===== config.mk =====
export PLATFORM = sky130hd
export DESIGN_NAME = ud_counter_mod
export DESIGN_NICKNAME = d
export VERILOG_FILES = /design/src/rtl/ud_counter_mod.sv
export SDC_FILE = /design/constraint.sdc
export NUM_CORES = 1
export LEC_CHECK = 0
export ABC_CLOCK_PERIOD_IN_PS = 2230
export CORE_UTILIZATION = 47
export CTS_CLUSTER_DIAMETER = 100
export DETAILED_ROUTE_END_ITERATION = 10
export PLACE_DENSITY_LB_ADDON = 0.1
export SETUP_SLACK_MARGIN = 0.1
export SKIP_CTS_REPAIR_TIMING = 1
export SLEW_MARGIN = 30
export SYNTH_ARGS = -nofsm -noshare
export SYNTH_HDL_FRONTEND = slang
export SYNTH_SLANG_ARGS = --single-unit

===== constraint.sdc =====
create_clock -name clk -period 2.23 [get_ports clk]
set_clock_uncertainty 0.05 [all_clocks]
set_input_delay 0.446 -clock clk [delete_from_list [all_inputs] [get_ports clk]]
set_output_delay 0.446 -clock clk [all_outputs]
set_load 0.03 [all_outputs]

===== src/rtl/ud_counter_mod.sv =====
// ud_counter_mod: up/down counter with programmable inclusive limit, load, enable and wrap/saturate bounds
module ud_counter_mod #(
    parameter int               WIDTH     = 4,
    parameter logic [WIDTH-1:0] RESET_VAL = '0
) (
    input  logic             clk,
    input  logic             rst_n,
    input  logic             en,
    input  logic             up_dn,
    input  logic             sat,
    input  logic             load,
    input  logic [WIDTH-1:0] load_val,
    input  logic [WIDTH-1:0] limit,
    output logic [WIDTH-1:0] count,
    output logic             at_max,
    output logic             at_min,
    output logic             wrap
);
    logic [WIDTH-1:0] r_count, w_next;
    logic             r_wrap, w_wrap;
    // Bound checks come before +/-1, so the arithmetic never overflows
    always_comb begin
        w_next = r_count;
        w_wrap = 1'b0;
        if (load)
            w_next = (load_val > limit) ? limit : load_val;
        else if (!en)
            w_next = r_count;
        else if (r_count > limit)
            w_next = limit;
        else if (up_dn) begin
            if (r_count < limit)
                w_next = r_count + 1'b1;
            else if (!sat) begin
                w_next = '0;
                w_wrap = 1'b1;
            end
        end else begin
            if (r_count != '0)
                w_next = r_count - 1'b1;
            else if (!sat) begin
                w_next = limit;
                w_wrap = 1'b1;
            end
        end
    end
    always_ff @(posedge clk or negedge rst_n) begin
        if (!rst_n) begin
            r_count <= RESET_VAL;
            r_wrap  <= 1'b0;
        end else begin
            r_count <= w_next;
            r_wrap  <= w_wrap;
        end
    end
    assign count  = r_count;
    assign wrap   = r_wrap;
    assign at_max = (r_count == limit);
    assign at_min = (r_count == '0);
endmodule

======== Word level (Yosys, flattened, before mapping) ========
Index checks and enable logic that the tools add are counted.
word-level totals
  flip-flop bits (word level) ............. 5
  bits of input ports ..................... 14
  output and inout port bits .............. 7
  word-level logic and storage cells ...... 30
cells by class
  add/sub/neg operators ................... 2
  order comparisons ....................... 3
  equality and inequality tests ........... 3
  mux-type cells .......................... 16
  reduce and logical (&&, ||, !) cells .... 4
operator list
  cell                   count
  $mux W4                9
  $ne A5 B2 Y1 const B   2
  $gt A4 B4 Y1           2
  $mux W1                7
  $add A4 B1 Y4 const B  1
  $eq A4 B4 Y1           1
  $logic_not A4 Y1       1
  $lt A4 B4 Y1           1
  $reduce_bool A4 Y1     1
  $sub A4 B1 Y4 const B  1
  $reduce_and A3 Y1      1
  $reduce_bool A2 Y1     1

======== Longest topological paths before layout ========
  depth in word-level cells ............... 6
  gate-level depth with buffers ........... 8

======== Worst setup path after synthesis ========
No wires, ideal clock.
  kind .................................... register to register
  start ................................... reg r_count[0] (netlist: count[0])
  end ..................................... reg r_count[0] (netlist: count[0])
  library setup time ...................... 0.121 ns
  data arrival time ....................... 2.096 ns
  slack ................................... -0.037 ns
  stages on the path, launching flop included .. 8
  buffers on the path ..................... 0
  period minus slack after synthesis ...... 2.267 ns
  cell sequence ........................... dfrtp_1 > inv_1 > ha_1 > nand2b_4 > nor2_1 > a221oi_1 > a211o_1 > a22o_1
on the way
  word-level cells in the longest chain between the ends .. 6
  elaborated cells on any way between the ends .. 14
RTL lines
  what                                         RTL line  text
  start, declared                              19        logic [WIDTH-1:0] r_count, w_next;
  start signal, assigned                       52        r_count <= w_next;
  $sub A4 B1 Y4, or another cell as far along  40        w_next = r_count - 1'b1;
  $mux W4, on equally long branches            39, 32
  $mux W4                                      31        else if (up_dn) begin
  $mux W4                                      29        else if (r_count > limit)
  $mux W4                                      27        else if (!en)
  $mux W4                                      25        if (load)
Parallel ways exist; a longest one is shown, timed or not. The select of a mux whose other input is x is not followed.
A chain may end at the register's enable or synchronous reset.

======== Worst setup path in the final report ========
  start ................................... reg r_count[1] (netlist: count[1])
  end ..................................... reg r_count[0] (netlist: count[0])
on the way
  word-level cells in the longest chain between the ends .. 6
  elaborated cells on any way between the ends .. 12
RTL lines
  what                                                RTL line
  $lt A4 B4 Y1 or $reduce_bool A4 Y1 (tied branches)  32, 39
  $mux W4, on equally long branches                   32, 39
  $mux W4                                             31
  $mux W4                                             29
  $mux W4                                             27
  $mux W4                                             25
Parallel ways exist; a longest one is shown, timed or not. The select of a mux whose other input is x is not followed.

==> impl_metrics.tcl <==
set metrics [dict create \
    max_slew_margin 0.721 \
    synth_top_area_cell "ha_1" \
    cts_sinks 5 \
    fmax_mhz 462 \
    cts_tree "built" \
    required_ns 2.31 \
    routabilityCongestion 0.810 \
    die_w_um 42.2 \
    vdd_drop_max_mv 0.549 \
    drc 0 \
    layout-drive-gt1-share 0.445 \
    worstPathArrival_ns 2.24 \
    worst_setup_path_end_kind "register" \
    synthTopCellsByArea "ha_1 (18%), dfrtp_1 (17%), inv_1 (5.0%), mux2i_1 (4.0%), a2111oi_2 (4.0%)" \
    synth-seq-cells 5 \
    synth_top_family_by_area "compound AO/OA/AOI/OAI gates" \
    antenna_found_initial 0 \
    syn_inst 84 \
    grt_max_degree 13 \
    clock_latency_ns 0.26 \
    yosysUniqueCellTypes 39 \
    final_antenna_net_count 0 \
    h-tree-depth 1 \
    drt-vias-per-instance 6.31 \
    area_growth_pct 73.4 \
    synth_fa_ha_area_frac 0.182 \
    io_buffers 20 \
    routedWlPerCell_um 19.0 \
    finalCriticalPeriod_ns 2.16 \
    track_usage 0.260 \
    worstPathMaxFanout 6 \
    fin_setup_tns_ns 0 \
    yosys.area_share.simple 0.226 \
    synthMuxAreaShare 0.0396 \
    clkSlewWorstSetupHoldPaths_ns 0.05 \
    grt_pass1_vias 783 \
    start_util 0.503 \
    whs_ns 0.361 \
    drtIter0Drc 16 \
    rsz0062_at_grt "true" \
    synthesis.area_um2 758 \
    dieArea_um2 1780 \
    synth-compound-area-share 0.322 \
    period_share 0.970 \
    hold_class "in -> async" \
    drv_cap 0 \
    rows 14 \
    vias 909 \
    n_antenna_cell 0 \
    path_class "reg -> reg" \
    fill_cells 73 \
    yosys.area_share.xor_xnor 0.0116 \
    status "finished clean" \
    seq_area_frac_synth 0.165 \
    yosys.area.top_type_share 0.182 \
    power.density_nw_per_um2 994 \
    grt_pass1_wl_um 3440 \
    synth_edf_count 0 \
    core_area_um2 1510 \
    mostFrequentLayoutCell "buf_4" \
    finalWirelength_um 2740 \
    p_leak_uw 0.000620 \
    overflow 0 \
    synth_nets 109 \
    cts_max_path_buffers 2 \
    finalNetCount 154 \
    finalHoldViolations 0 \
    setup_viol 0 \
    startpoint_type "register" \
    ys.flop_type "dfrtp_1" \
    cts_made_buffers 3 \
    drv_slew 0 \
    ios 21 \
    firstDrtPassIters 5 \
    layout_common_cells "buf_4 (21), clkdlybuf4s50_1 (11), inv_1 (8)" \
    synthArstFlopShare 1.00 \
    fin_util 0.873 \
    yosys_warnings 0 \
    syn_avg_cell_area_um2 9.03 \
    worstMarginPinSlew_ns 0.419 \
    cts_root_buf "clkbuf_4" \
    dp_hpwl_um 1640 \
    dieHeight_um 42.2 \
]
==> registers in the layout, indices dropped and copies added, names as in the netlist <==
signal	count
count	4
wrap	1
==> power by group <==
| part | internal, uW | switching, uW | total (uW) |
|---|---|---|---|
| clock network | 68.0 | 43.0 | 111 |
| logic | 481 | 524 | 1000 |
| registers | 128 | 63.4 | 191 |
| total | 676 | 631 | 1310 |
==> metal layers <==
| layer | wire [um] | vias up | track usage |
|---|---|---|---|
| met5 | 0 | - | 0 |
| met4 | 133 | 0 | 0.150 |
| met3 | 170 | 18 | 0.0474 |
| met2 | 1340 | 50 | 0.409 |
| met1 | 1090 | 431 | 0.331 |
| li1 | - | 410 | - |
==> per-stage QoR <==
step	cells	cell area, um2	setup WS (ns)	power [uW]
after detailed placement	136	1120	-0.492	1000
after floorplan	84	778	0.133	706
final	144	1320	0.0665	1310
after global placement	136	1120	-0.424	983
after global routing	144	1320	0.0193	1380
after CTS	140	1150	-0.225	1120
==> cell usage after synthesis (2+ instances only) <==
cell,instances
inv_1,10
a31oi_1,2
nor3_1,4
nand2_1,5
o21ai_1,3
a21o_1,2
dfrtp_1,5
ha_1,11
a21oi_1,3
nor2_1,5
a2111oi_2,2
nand3_1,3
mux2i_1,3
==> cells by family (layout without fill, tap and decap cells) <==
logic type,after synthesis,after routing
buffers and inverters,11,55
AO/OA/AOI/OAI,25,25
AND/OR/NAND/NOR,28,28
adder cells (fa/ha/maj),11,11
flip-flops,5,5
XOR/XNOR,1,1
multiplexers,3,3
==> worst paths after layout <==
kind                           from        to  slack, ns  cells after the start
max reg2reg                count[1]  count[0]       0.07                      7
min reg2reg                count[2]  count[2]       0.59                      2
max                        count[1]  count[0]       0.07                      7
min in group clk           count[2]  count[2]       0.59                      2
max in group asynchronous     rst_n  count[0]       1.55                      1
min                           rst_n  count[1]       0.36                      1
==> worst max-delay path, cell delays in order (launching register included) <==
cell and delay, ns:
dfrtp_2 0.46, ha_4 0.26, nor2b_4 0.13, o211ai_4 0.29
a21oi_4 0.15, a21o_4 0.24, a211o_1 0.27, a22o_1 0.19
==> area by class of cell <==
class / instances / area (um2) / area share
tap: 16 / 20.0 / 0.0152
clock buffer: 4 / 26.3 / 0.0200
sequential: 5 / 130 / 0.0990
timing repair buffer: 41 / 372 / 0.283
multi-input combinational: 68 / 729 / 0.555
inverter: 10 / 37.5 / 0.0285
(Power assumes the default switching activity.)
